===== src/rtl/zeros_rnd_feeder.sv =====
// Masked-randomness source for the zero-sharing stage: a 64-bit Fibonacci LFSR fills RW-bit words CHUNK bits per cycle.
// Optional health monitor (repeat-word / LFSR lock-up detection) is enabled by defining ZEROS_RND_HEALTH_EN.
module zeros_rnd_feeder #(
  parameter int d     = 2,
  parameter int Nbits = 128,
  parameter int CHUNK = 32,
  parameter int WARM  = 16,
  localparam int RW   = (d - 1) * Nbits
) (
  input  logic          clk,
  input  logic          rst,
  input  logic [63:0]   seed,
  input  logic          seed_valid,
  output logic [RW-1:0] rnd,
  output logic          rnd_valid,
  input  logic          rnd_ready,
  output logic          busy,
  output logic          rnd_err
);

  // Handshake: a word moves on every rising edge where rnd_valid & rnd_ready;
  // rnd_valid never depends on rnd_ready and rnd is held stable while rnd_valid is high.

  localparam int NCH = RW / CHUNK;
  localparam int FW  = (NCH > 1) ? $clog2(NCH) : 1;
  localparam int WW  = (WARM > 1) ? $clog2(WARM) : 1;
  localparam logic [FW-1:0] FILL_LAST = FW'(NCH - 1);
  localparam logic [WW-1:0] WARM_LAST = WW'(WARM - 1);

  generate
    if (CHUNK < 1 || CHUNK > 64 || (RW % CHUNK) != 0 || WARM < 1) begin : g_bad_cfg
      $error("zeros_rnd_feeder: illegal CHUNK/WARM/RW combination");
    end
  endgenerate

  typedef enum logic [1:0] {ST_UNSEEDED, ST_WARMUP, ST_FILL, ST_READY} state_t;

  state_t          state_q, state_d, state_pre;
  logic [63:0]     lfsr_q, lfsr_d, lfsr_adv;
  logic [RW-1:0]   rnd_q, rnd_d;
  logic [FW-1:0]   fill_cnt_q, fill_cnt_d;
  logic [WW-1:0]   warm_cnt_q, warm_cnt_d;
  logic [CHUNK-1:0] chunk;

  // CHUNK unrolled LFSR steps; feedback bits land oldest-first at the LSB.
  always_comb begin : lfsr_unroll
    logic fb;
    fb       = 1'b0;
    lfsr_adv = lfsr_q;
    chunk    = '0;
    for (int i = 0; i < CHUNK; i++) begin
      fb       = lfsr_adv[63] ^ lfsr_adv[62] ^ lfsr_adv[60] ^ lfsr_adv[59];
      chunk[i] = fb;
      lfsr_adv = {lfsr_adv[62:0], fb};
    end
  end

  always_comb begin
    state_pre  = state_q;
    lfsr_d     = lfsr_q;
    rnd_d      = rnd_q;
    fill_cnt_d = fill_cnt_q;
    warm_cnt_d = warm_cnt_q;
    case (state_q)
      ST_WARMUP: begin
        lfsr_d = lfsr_adv;
        if (warm_cnt_q == WARM_LAST) begin
          state_pre  = ST_FILL;
          warm_cnt_d = '0;
          fill_cnt_d = '0;
        end else begin
          warm_cnt_d = warm_cnt_q + WW'(1);
        end
      end
      ST_FILL: begin
        lfsr_d = lfsr_adv;
        for (int i = 0; i < NCH; i++) begin
          if (fill_cnt_q == FW'(i)) rnd_d[i*CHUNK +: CHUNK] = chunk;
        end
        if (fill_cnt_q == FILL_LAST) begin
          state_pre  = ST_READY;
          fill_cnt_d = '0;
        end else begin
          fill_cnt_d = fill_cnt_q + FW'(1);
        end
      end
      ST_READY: begin
        if (rnd_valid && rnd_ready) state_pre = ST_FILL;
      end
      default: ;
    endcase
    // A seed restarts warm-up from any state; an all-zero seed would lock the LFSR.
    if (seed_valid) begin
      lfsr_d     = (seed == 64'h0) ? 64'h1 : seed;
      state_pre  = ST_WARMUP;
      warm_cnt_d = '0;
      fill_cnt_d = '0;
    end
  end

`ifdef ZEROS_RND_HEALTH_EN
  logic          rnd_err_q, rnd_err_d;
  logic [RW-1:0] last_q, last_d;

  always_comb begin
    rnd_err_d = rnd_err_q;
    last_d    = last_q;
    if (rnd_valid && rnd_ready) last_d = rnd_q;
    if ((state_q == ST_FILL && fill_cnt_q == FILL_LAST && rnd_d == last_q) ||
        (state_q != ST_UNSEEDED && lfsr_q == 64'h0))
      rnd_err_d = 1'b1;
    if (seed_valid) rnd_err_d = 1'b0;
    // A failed source keeps refilling but never presents a word.
    state_d = state_pre;
    if (rnd_err_d && state_pre == ST_READY) state_d = ST_FILL;
  end

  always_ff @(posedge clk) begin
    if (rst) begin
      rnd_err_q <= 1'b0;
      last_q    <= '0;
    end else begin
      rnd_err_q <= rnd_err_d;
      last_q    <= last_d;
    end
  end

  assign rnd_err   = rnd_err_q;
  assign rnd_valid = (state_q == ST_READY) && !rnd_err_q;
`else
  assign state_d   = state_pre;
  assign rnd_err   = 1'b0;
  assign rnd_valid = (state_q == ST_READY);
`endif

  always_ff @(posedge clk) begin
    if (rst) begin
      state_q    <= ST_UNSEEDED;
      lfsr_q     <= 64'h0;
      rnd_q      <= '0;
      fill_cnt_q <= '0;
      warm_cnt_q <= '0;
    end else begin
      state_q    <= state_d;
      lfsr_q     <= lfsr_d;
      rnd_q      <= rnd_d;
      fill_cnt_q <= fill_cnt_d;
      warm_cnt_q <= warm_cnt_d;
    end
  end

  assign rnd  = rnd_q;
  assign busy = (state_q == ST_WARMUP) || (state_q == ST_FILL);

endmodule


===== config.mk =====
export PLATFORM = sky130hd
export DESIGN_NAME = zeros_rnd_feeder
export DESIGN_NICKNAME = d
export VERILOG_FILES = /design/src/rtl/zeros_rnd_feeder.sv
export SDC_FILE = /design/constraint.sdc
export NUM_CORES = 1
export LEC_CHECK = 0
export CELL_PAD_IN_SITES_DETAIL_PLACEMENT = 1
export CELL_PAD_IN_SITES_GLOBAL_PLACEMENT = 1
export CORE_ASPECT_RATIO = 1.1
export CORE_MARGIN = 2
export CORE_UTILIZATION = 38
export CTS_BUF_LIST = sky130_fd_sc_hd__clkbuf_4
export DETAILED_ROUTE_END_ITERATION = 10
export PLACE_DENSITY_LB_ADDON = 0.08
export SLEW_MARGIN = 10
export SYNTH_ARGS = -nofsm -noshare
export SYNTH_HDL_FRONTEND = slang
export SYNTH_SLANG_ARGS = --single-unit

===== constraint.sdc =====
create_clock -name clk -period 3.67 [get_ports clk]
set_input_delay 0.5505 -clock clk [delete_from_list [all_inputs] [get_ports clk]]
set_output_delay 0.5505 -clock clk [all_outputs]
set_load 0.02 [all_outputs]

; Word-level counts from Yosys, hierarchy flattened
; Index checks and enable logic that the tools add are counted.
[word_totals]
ff_bits = 200
out_inout_bits = 131
elab_cells = 149
[op_classes]
n_addsub = 2
eq_ne = 13
muxes = 12
bitwise = 96
reduce_logical = 17
[op_table]
columns = operator, n
row1 = 64-bit 2-to-1 mux, 3
row2 = 1-bit bitwise XOR, 96
row3 = 64-bit zero test, 1
row4 = 2-bit 2-to-1 mux, 5
row5 = 2-bit AND reduction, 5
row6 = "2-bit == test, second input constant", 4
row7 = 4-bit AND reduction, 2
row8 = "3-bit != test, second input constant", 2
row9 = 2-bit case mux with 3 select lines, 1
row10 = "4-bit by 1-bit adder with 4-bit output, second input constant", 1
row11 = "2-bit by 1-bit == test with 1-bit output, second input constant", 2
row12 = "4-bit == test, second input constant", 1
row13 = 4-bit 2-to-1 mux, 1
row14 = "2-bit != test, second input constant", 2
row15 = 2-bit case mux with 2 select lines, 1
row16 = 2-bit nonzero test, 2
row17 = 4-bit nonzero test, 1
row18 = 2-bit OR reduction, 2
row19 = "3-bit by 2-bit != test with 1-bit output, second input constant", 1
row20 = 3-bit nonzero test, 1
row21 = "2-bit by 1-bit adder with 2-bit output, second input constant", 1
row22 = 2-bit zero test, 1
row23 = "2-bit by 1-bit != test with 1-bit output, second input constant", 1
row24 = 1-bit logical AND, 1
row25 = other kinds (2), 2

; Logic depth before layout (Yosys ltp)
[logic_depth]
word_depth = 5
mapped_depth = 9
mapped_depth_nobuf = 6

; Worst setup path before layout
; No wires, ideal clock.
[synth_path]
path_kind = register to register
start = register state_q[0]
end = register lfsr_q[55]
arrival_time_ns = 1.739
required_time_ns = 3.542
setup_slack_ns = 1.804
path_stages_with_launch = 10
path_buffers = 3
period_less_slack_ns = 1.866
path_cell_list = dfxtp_1 -> inv_1 -> ha_1 -> buf_2 -> buf_2 -> buf_4 -> mux2i_1 -> nor2_1 -> a21oi_1 -> nor2_1
[synth_via]
elab_chain_len = 3
elab_cells_between_ends = 4
classes_between = eq/ne (2) / reduce/logical (2)
[synth_lines]
columns = item, line_no
row1 = from (decl), 38  ; state_t state_q, state_d, state_pre;
row2 = from (signal assigned), 144  ; state_q <= state_d;
row3 = 2-bit by 1-bit == test with 1-bit output / 2-bit == test (equally long branches), 64  ; case (state_q)
row4 = 2-bit OR reduction (no source line) *, n/a
row5 = 2-bit nonzero test (no source line) *, n/a
row6 = to (signal assigned), 145  ; lfsr_q <= lfsr_d;
row7 = to (decl), 39  ; logic [63:0] lfsr_q, lfsr_d, lfsr_adv;
; Every way passes the cells marked *; elsewhere a longest branch is shown, timed or not.
; A chain may end at the register's enable or synchronous reset.

; Final worst setup path
[layout_path]
start = register state_q[1]
end = output busy
[layout_via]
elab_chain_len = 2
elab_cells_between_ends = 3
classes_between = eq/ne (2) / reduce/logical (1)
[layout_lines]
columns = item, line_no
row1 = 2-bit by 1-bit == test with 1-bit output / 2-bit == test (equally long branches), 153  ; assign busy = (state_q == ST_WARMUP) || (state_q == ST_FILL);
row2 = 1-bit logical OR *, 153
row3 = to (decl), 17  ; output logic busy,
; Marks and branches as above.

==> run summary <==
Sequence of cells on the critical path: inv_1 > ha_4 > clkdlybuf4s50_1
Post-CTS sizing: 0
Final non-filler cell area: 10,800 sq um
Highest cell delay on the worst timing path: 0.72 ns
Total core area: 22,000 sq um
Cell Area, Synth: 8430 sq um
Routed vias: 7,124
IO Count: 199
Num rows: 57
Seq cells post-synth: 200
Tot Pwr: 4.41 mW
Data arrival time of the worst path: 2.50 ns
Flip-flop cell with the highest count after synthesis: sky130_fd_sc_hd__dfxtp_1
Slew margin rel.: 39.3%
Worst EP required: 3.12 ns
Startpoint of the worst register-to-register path: state_q[1]$_SDFFE_PP0P_
Detailed-routing iteration count for the pre-antenna-repair pass: 4
Parity-gate share of the synthesized area counting xor and xnor cells: 9.24%
Count of flip-flops with a built-in enable after synthesis: 0
CP endpoint kind: output pin
Area of placed instances: 10,500 sq um
Top cell type's share of synthesized area: 47.5%
Nets@finish: 1,163
TritonCTS Sinks: 200
Power Density: 407 nW/um^2
Worst min path class: in -> reg
Clock latency of the later-clocked register in the worst-skew pair: 0.60 ns
R2R cell count: 7
Register clock-pin slew on the reported worst setup and hold paths: 0.18 ns
Status: finished, final reports clean
Ratio of routed vias to standard cells: 5.10
Number of port buffers: 197
Post-route clock period utilization: 83.2%
Synthesized area per cell: 8.99 sq um
Aggregate routed wire length: 24,600 um
Overall die height: 160 um
Maximum operating frequency: 327 MHz
First-pass GRT wire length: 39,200 um
Total count of max-transition violations in the final report: 0
Crit path max fanout: 49
Synth Area in Adders: 1.34%
Number of buffers inserted by hold repair at cts: 0
TritonCTS clock tree: done
Capture instance of the worst register-to-register path: lfsr_q[51]$_SDFFE_PP0P_
Antenna violations before repair: 1
Largest net degree at the start of global routing: 114
Post-Synthesis Cells: 938
Count of cell types in the netlist: 33
# DRC: 0
H-tree levels: 4
Critical path launch point: state_q[1]$_SDFFE_PP0P_
Capture point of the worst path: busy
Most repeated cell in the gate-level netlist after synthesis: sky130_fd_sc_hd__nor2_1
Synth Area in Simple Gates: 14.3%
Die Span X: 146 um
CP max stage cell: sky130_fd_sc_hd__clkdlybuf4s50_1
Initial DRC Count: 233
Syn. warnings: 0
Cell types with the highest counts after synthesis: sky130_fd_sc_hd__nor2_1 (234), sky130_fd_sc_hd__dfxtp_1 (200), sky130_fd_sc_hd__a211oi_1 (128), sky130_fd_sc_hd__a21oi_1 (67), sky130_fd_sc_hd__xnor2_1 (62)
Type of the setup path with the least slack: reg -> out
Routed len/inst: 17.6 um
Synthesized-area fraction occupied by ao, oa, aoi and oai cells: 19.4%
Number of fill cells: 2,641
Fraction of the yosys area taken by sequential cells: 47.5%
Share of layout cells above drive strength 1: 6.01%
Synth area leaders: sky130_fd_sc_hd__dfxtp_1 (47%), sky130_fd_sc_hd__a211oi_1 (11%), sky130_fd_sc_hd__nor2_1 (10%), sky130_fd_sc_hd__xnor2_1 (6.4%), sky130_fd_sc_hd__mux2i_1 (4.0%)
Fin. Hold Viols: 0
GRT Overall Usage: 21.0%
Clock Root Buffer: sky130_fd_sc_hd__clkbuf_4
Cell type with the largest total area after synthesis: sky130_fd_sc_hd__dfxtp_1
Number of endpoints failing setup at the final stage: 0
Synthesized net count: 1,015
Setup repair after global routing missed its margin: no
Clock period minus final worst setup slack: 3.05 ns
Share of synthesized area spent on multiplexers: 4.17%
Gp weighted congestion: 0.738
Initial core utilization: 38.4%
Aggregate global routing overflow: 0
Number of max-capacitance violations reported: 0
DIE AREA: 23,400 sq um
Multi-input gate area: 4100 sq um
Transition time at the pin with the least slew margin: 0.910 ns
Proportion of synthesized flip-flops having asynchronous set or reset: 0%
Reg2Reg Setup Slack: 1.16 ns
Setup TNS: 0 ns
Post-CTS setup buffer count: 0
Post-DP HPWL: 18,000 um
Largest family of logic cells by synthesized area: compound AO/OA/AOI/OAI gates
CTS buffer count: 17
CTS Buffer Depth: 2
Synth-to-layout area growth: 28.6%
CP Launch Type: flop
Sequential cell area: 4000 sq um
Number of nets still failing antenna checks after routing: 0
Leakage power: 3.59 nW
VDD IR max: 0.000189 V
Via count of the first global-routing pass: 7,069
Clock skew: 0.0381 ns
placed cells by master (no fill, tap or decap), types with 2 or more instances in the layout:
| master | netlist | final |
|---|---|---|
| sky130_fd_sc_hd__a211o_1 | 31 | 31 |
| sky130_fd_sc_hd__a211oi_1 | 128 | 128 |
| sky130_fd_sc_hd__a21oi_1 | 67 | 67 |
| sky130_fd_sc_hd__a32oi_1 | 2 | 2 |
| sky130_fd_sc_hd__and2_2 | 0 | 4 |
| sky130_fd_sc_hd__buf_4 | 2 | 10 |
| sky130_fd_sc_hd__clkbuf_4 | 0 | 17 |
| sky130_fd_sc_hd__clkdlybuf4s50_1 | 0 | 195 |
| sky130_fd_sc_hd__clkinv_8 | 0 | 2 |
| sky130_fd_sc_hd__dfxtp_1 | 200 | 200 |
| sky130_fd_sc_hd__diode_2 | 0 | 2 |
| sky130_fd_sc_hd__ha_1 | 9 | 8 |
| sky130_fd_sc_hd__inv_1 | 5 | 5 |
| sky130_fd_sc_hd__inv_6 | 0 | 4 |
| sky130_fd_sc_hd__inv_8 | 0 | 6 |
| sky130_fd_sc_hd__mux2i_1 | 34 | 34 |
| sky130_fd_sc_hd__nand2_1 | 35 | 35 |
| sky130_fd_sc_hd__nand4_1 | 4 | 4 |
| sky130_fd_sc_hd__nor2_1 | 234 | 234 |
| sky130_fd_sc_hd__nor2b_1 | 2 | 2 |
| sky130_fd_sc_hd__nor4_1 | 16 | 16 |
| sky130_fd_sc_hd__xnor2_1 | 62 | 62 |
| sky130_fd_sc_hd__xnor2_2 | 14 | 14 |
worst max-delay path, delay by kind of cell (launching register included):
kind,cells,cell delay [ns]
adder cells (fa/ha/maj),1,0.68
buffers and inverters,2,0.82
flip-flops,1,0.42
layout make-up:
class,count,share of cell area (%)
Sequential cell,200,36.9
Multi-Input combinational cell,655,37.8
Clock buffer,17,1.18
Tap cell,295,3.40
Inverter,5,0.173
Antenna cell,2,0.0461
Clock inverter,15,1.52
Timing Repair Buffer,207,19.0
cell families after synthesis:
group           Yosys count
compound gates          233
fa+ha+maj                 9
simple gates            300
other cells               1
buf+inv                  83
flops                   200
xor+xnor                 77
mux                      35
registers in the layout, indices dropped and copies added (netlist names):
register / flops
state_q: 2
lfsr_q: 64
fill_cnt_q: 2
warm_cnt_q: 4
rnd: 128
per-layer routing:
layer  vias to the layer above  part of all wire [%]  global-route usage (%)
li1                       3569                     -                       -
met1                      3408                    50                    29.9
met2                       132                    46                    33.8
met3                        15                   2.9                    3.09
met4                         0                  0.98                    4.77
met5                         -                     0                       0
where the power goes:
| group | internal, mW | total (mW) | switching, mW |
|---|---|---|---|
| Clock | 0.325 | 1.21 | 0.887 |
| Sequential | 2.25 | 2.33 | 0.0756 |
| Combinational | 0.350 | 0.875 | 0.525 |
stage by stage:
| step | hold slack, ns | instances | worst slack [ns] | utilization, % |
|---|---|---|---|---|
| 2_1_floorplan | 0.458 | 938 | 1.80 | - |
| 3_3_place_gp | 0.478 | 1362 | 1.22 | 48.0 |
| 3_5_place_dp | 0.494 | 1362 | 1.18 | 48.0 |
| 4_1_cts | 0.406 | 1394 | 0.556 | 49.4 |
| 5_1_grt | 0.456 | 1396 | 0.471 | 49.4 |
| 6_report | 0.460 | 1396 | 0.616 | 49.4 |
worst min path at each step:
stage / start / cells after the start / to
2_1_floorplan: warm_cnt_q[3]$_SDFFE_PP0P_ / 2 / warm_cnt_q[3]$_SDFFE_PP0P_
5_1_grt: seed_valid / 3 / lfsr_q[27]$_SDFFE_PP0P_
4_1_cts: seed_valid / 3 / lfsr_q[27]$_SDFFE_PP0P_
6_report: seed_valid / 3 / lfsr_q[31]$_SDFFE_PP0P_
3_5_place_dp: rnd[2]$_SDFFE_PP0P_ / 2 / rnd[2]$_SDFFE_PP0P_
3_3_place_gp: warm_cnt_q[3]$_SDFFE_PP0P_ / 2 / warm_cnt_q[3]$_SDFFE_PP0P_
No activity file was read; power rests on OpenSTA's default activity.
==> RTL edit: new RTL, same flow settings <==
Set the parameter `CHUNK` to 16 (it was 32).
--- a/src/rtl/zeros_rnd_feeder.sv
+++ b/src/rtl/zeros_rnd_feeder.sv
@@ -3,7 +3,7 @@
 module zeros_rnd_feeder #(
   parameter int d     = 2,
   parameter int Nbits = 128,
-  parameter int CHUNK = 32,
+  parameter int CHUNK = 16,
   parameter int WARM  = 16,
   localparam int RW   = (d - 1) * Nbits
 ) (
Function: same outputs for any inputs over 10 cycles, from zero or initial values and one cycle with rst high; that may be too few to reach the edited logic, so the function may still have changed.
==> RTL edit against the original RTL <==
Final cell count grew 1.5%. Worst setup slack gained 0.46 ns. Sequential cell count is 1 higher. Routed wire length is 8.5% higher. Final area up 1.8%. Area after synthesis decreased by 1.4%. Total power grew 13%. Synthesized cell count decreased by 2.7%. Largest power group unchanged. Highest routed layer unchanged.
==> RTL edit: results (changes against the original RTL) <==
- The number of unique standard cell types used by synthesis came to 35 (was 33).
- The largest net degree at the start of global routing is 81 (was 114).
- The worst-case headroom to the max-slew limit came to 25.5% (was 39.3%).
- The largest buffer count on any clock path is 3 (was 2).
- Outcome: complete, no violations (unchanged).
- The mean number of vias per cell is 5.10 (about the same).
- The reported net switching power is 1480 uW (was 1490 uW).
- The length in cells of the worst reg-to-reg path is 6 (was 7).
- The met2 global-route usage is 39.8% (was 33.8%).
- The clock network latency to the later pin of the worst-skew pair is 0.68 ns (was 0.60 ns).
- The post-route met1 wirelength is 11,500 um (was 12,300 um).
- The portion of the post-synthesis area used by sequential elements is 48.4% (was 47.5%).
- The total global-route track usage is 22.9% (was 21.0%).
- The synthesized-area fraction occupied by ao, oa, aoi and oai cells is 18.1% (was 19.4%).
- The global-route wire length before repair came to 41,200 um (was 39,200 um).
- The arrival time reported for the critical path endpoint is 2.04 ns (was 2.50 ns).
- The maximum resistive drop on vdd is 0.000249 V (was 0.000189 V).
- Most frequent cells after synthesis: nor2_1, dfxtp_1, a211oi_1, a21oi_1, clkbuf_1 (was nor2_1, dfxtp_1, a211oi_1, a21oi_1, xnor2_1).
- The proportion of layout cells with a drive suffix above 1 is 11.0% (was 6.01%).
- The hold path endpoint is lfsr_q[28] (was lfsr_q[31]).
- The number of nets in the finished design came to 1,172 (was 1,163).
- The routed wire length is 26,700 um (was 24,600 um).
- The met3 wirelength from detailed routing is 1190 um (was 723 um).
- The detailed route wirelength on metal2 is 13,200 um (was 11,400 um).
- The clock skew after layout was 0.0354 ns (was 0.0381 ns).
- The global placement routability congestion is 0.814 (was 0.738).
- The leakage power total was 0.00387 uW (was 0.00359 uW).
- The share of synthesized area spent on multiplexers was 6.16% (was 4.17%).
- The synthesized netlist net count is 992 (was 1,015).
RTL edit: changes by cell type after synthesis, sizes merged, moves of 2 or more:
| cell | change |
|---|---|
| mux2i | +16 |
| nor2 | +17 |
| a211o | -16 |
| buf | -3 |
| ha | +2 |
| nand2 | -16 |
| clkbuf | +5 |
| and3 | +3 |
| xnor2 | -39 |
| inv | +2 |
RTL edit: power groups by stage:
stage	Clock [uW]	Combinational [uW]	Sequential (uW)
after detailed placement	0	821	2360
final	1870	809	2310
after floorplan	0	466	2340
after global placement	0	813	2350
after CTS	1920	823	2310
after global routing	2040	864	2310
RTL edit: layout make-up:
type	instances	area [um^2]	share of cell area, %
antenna	3	7.51	0.0680
clock buffer	79	593	5.37
clock inverter	6	30.0	0.272
inverter	7	26.3	0.238
multi-input combinational	625	3940	35.7
sequential	201	4020	36.5
tap	290	363	3.29
timing repair buffer	206	2050	18.6
RTL edit: worst max-delay path, cell delays in order, from the launching register on:
cell	delay (ns)
dfxtp_1	0.38
inv_1	0.11
ha_4	0.30
clkdlybuf4s50_1	0.60
RTL edit: through the flow:
step                instance area (um^2)  cells  setup WS, ns  hold WS [ns]
floorplan                           8310    913          1.79         0.458
global placement                   10400   1329         0.949         0.474
detailed placement                 10400   1329         0.935         0.492
CTS                                11000   1414          1.04         0.196
global route                       11000   1417         0.980         0.196
finish                             11000   1417          1.08         0.223
RTL edit: worst max path at each step:
stage,start,endpoint,slack [ns],cells past startpoint
2_1_floorplan,state_q[0],lfsr_q[0],1.79,7
3_3_place_gp,seed[55],lfsr_q[0],0.95,5
3_5_place_dp,seed[55],lfsr_q[0],0.93,5
4_1_cts,state_q[0],busy,1.04,3
5_1_grt,state_q[0],busy,0.98,3
6_report,state_q[0],busy,1.08,3
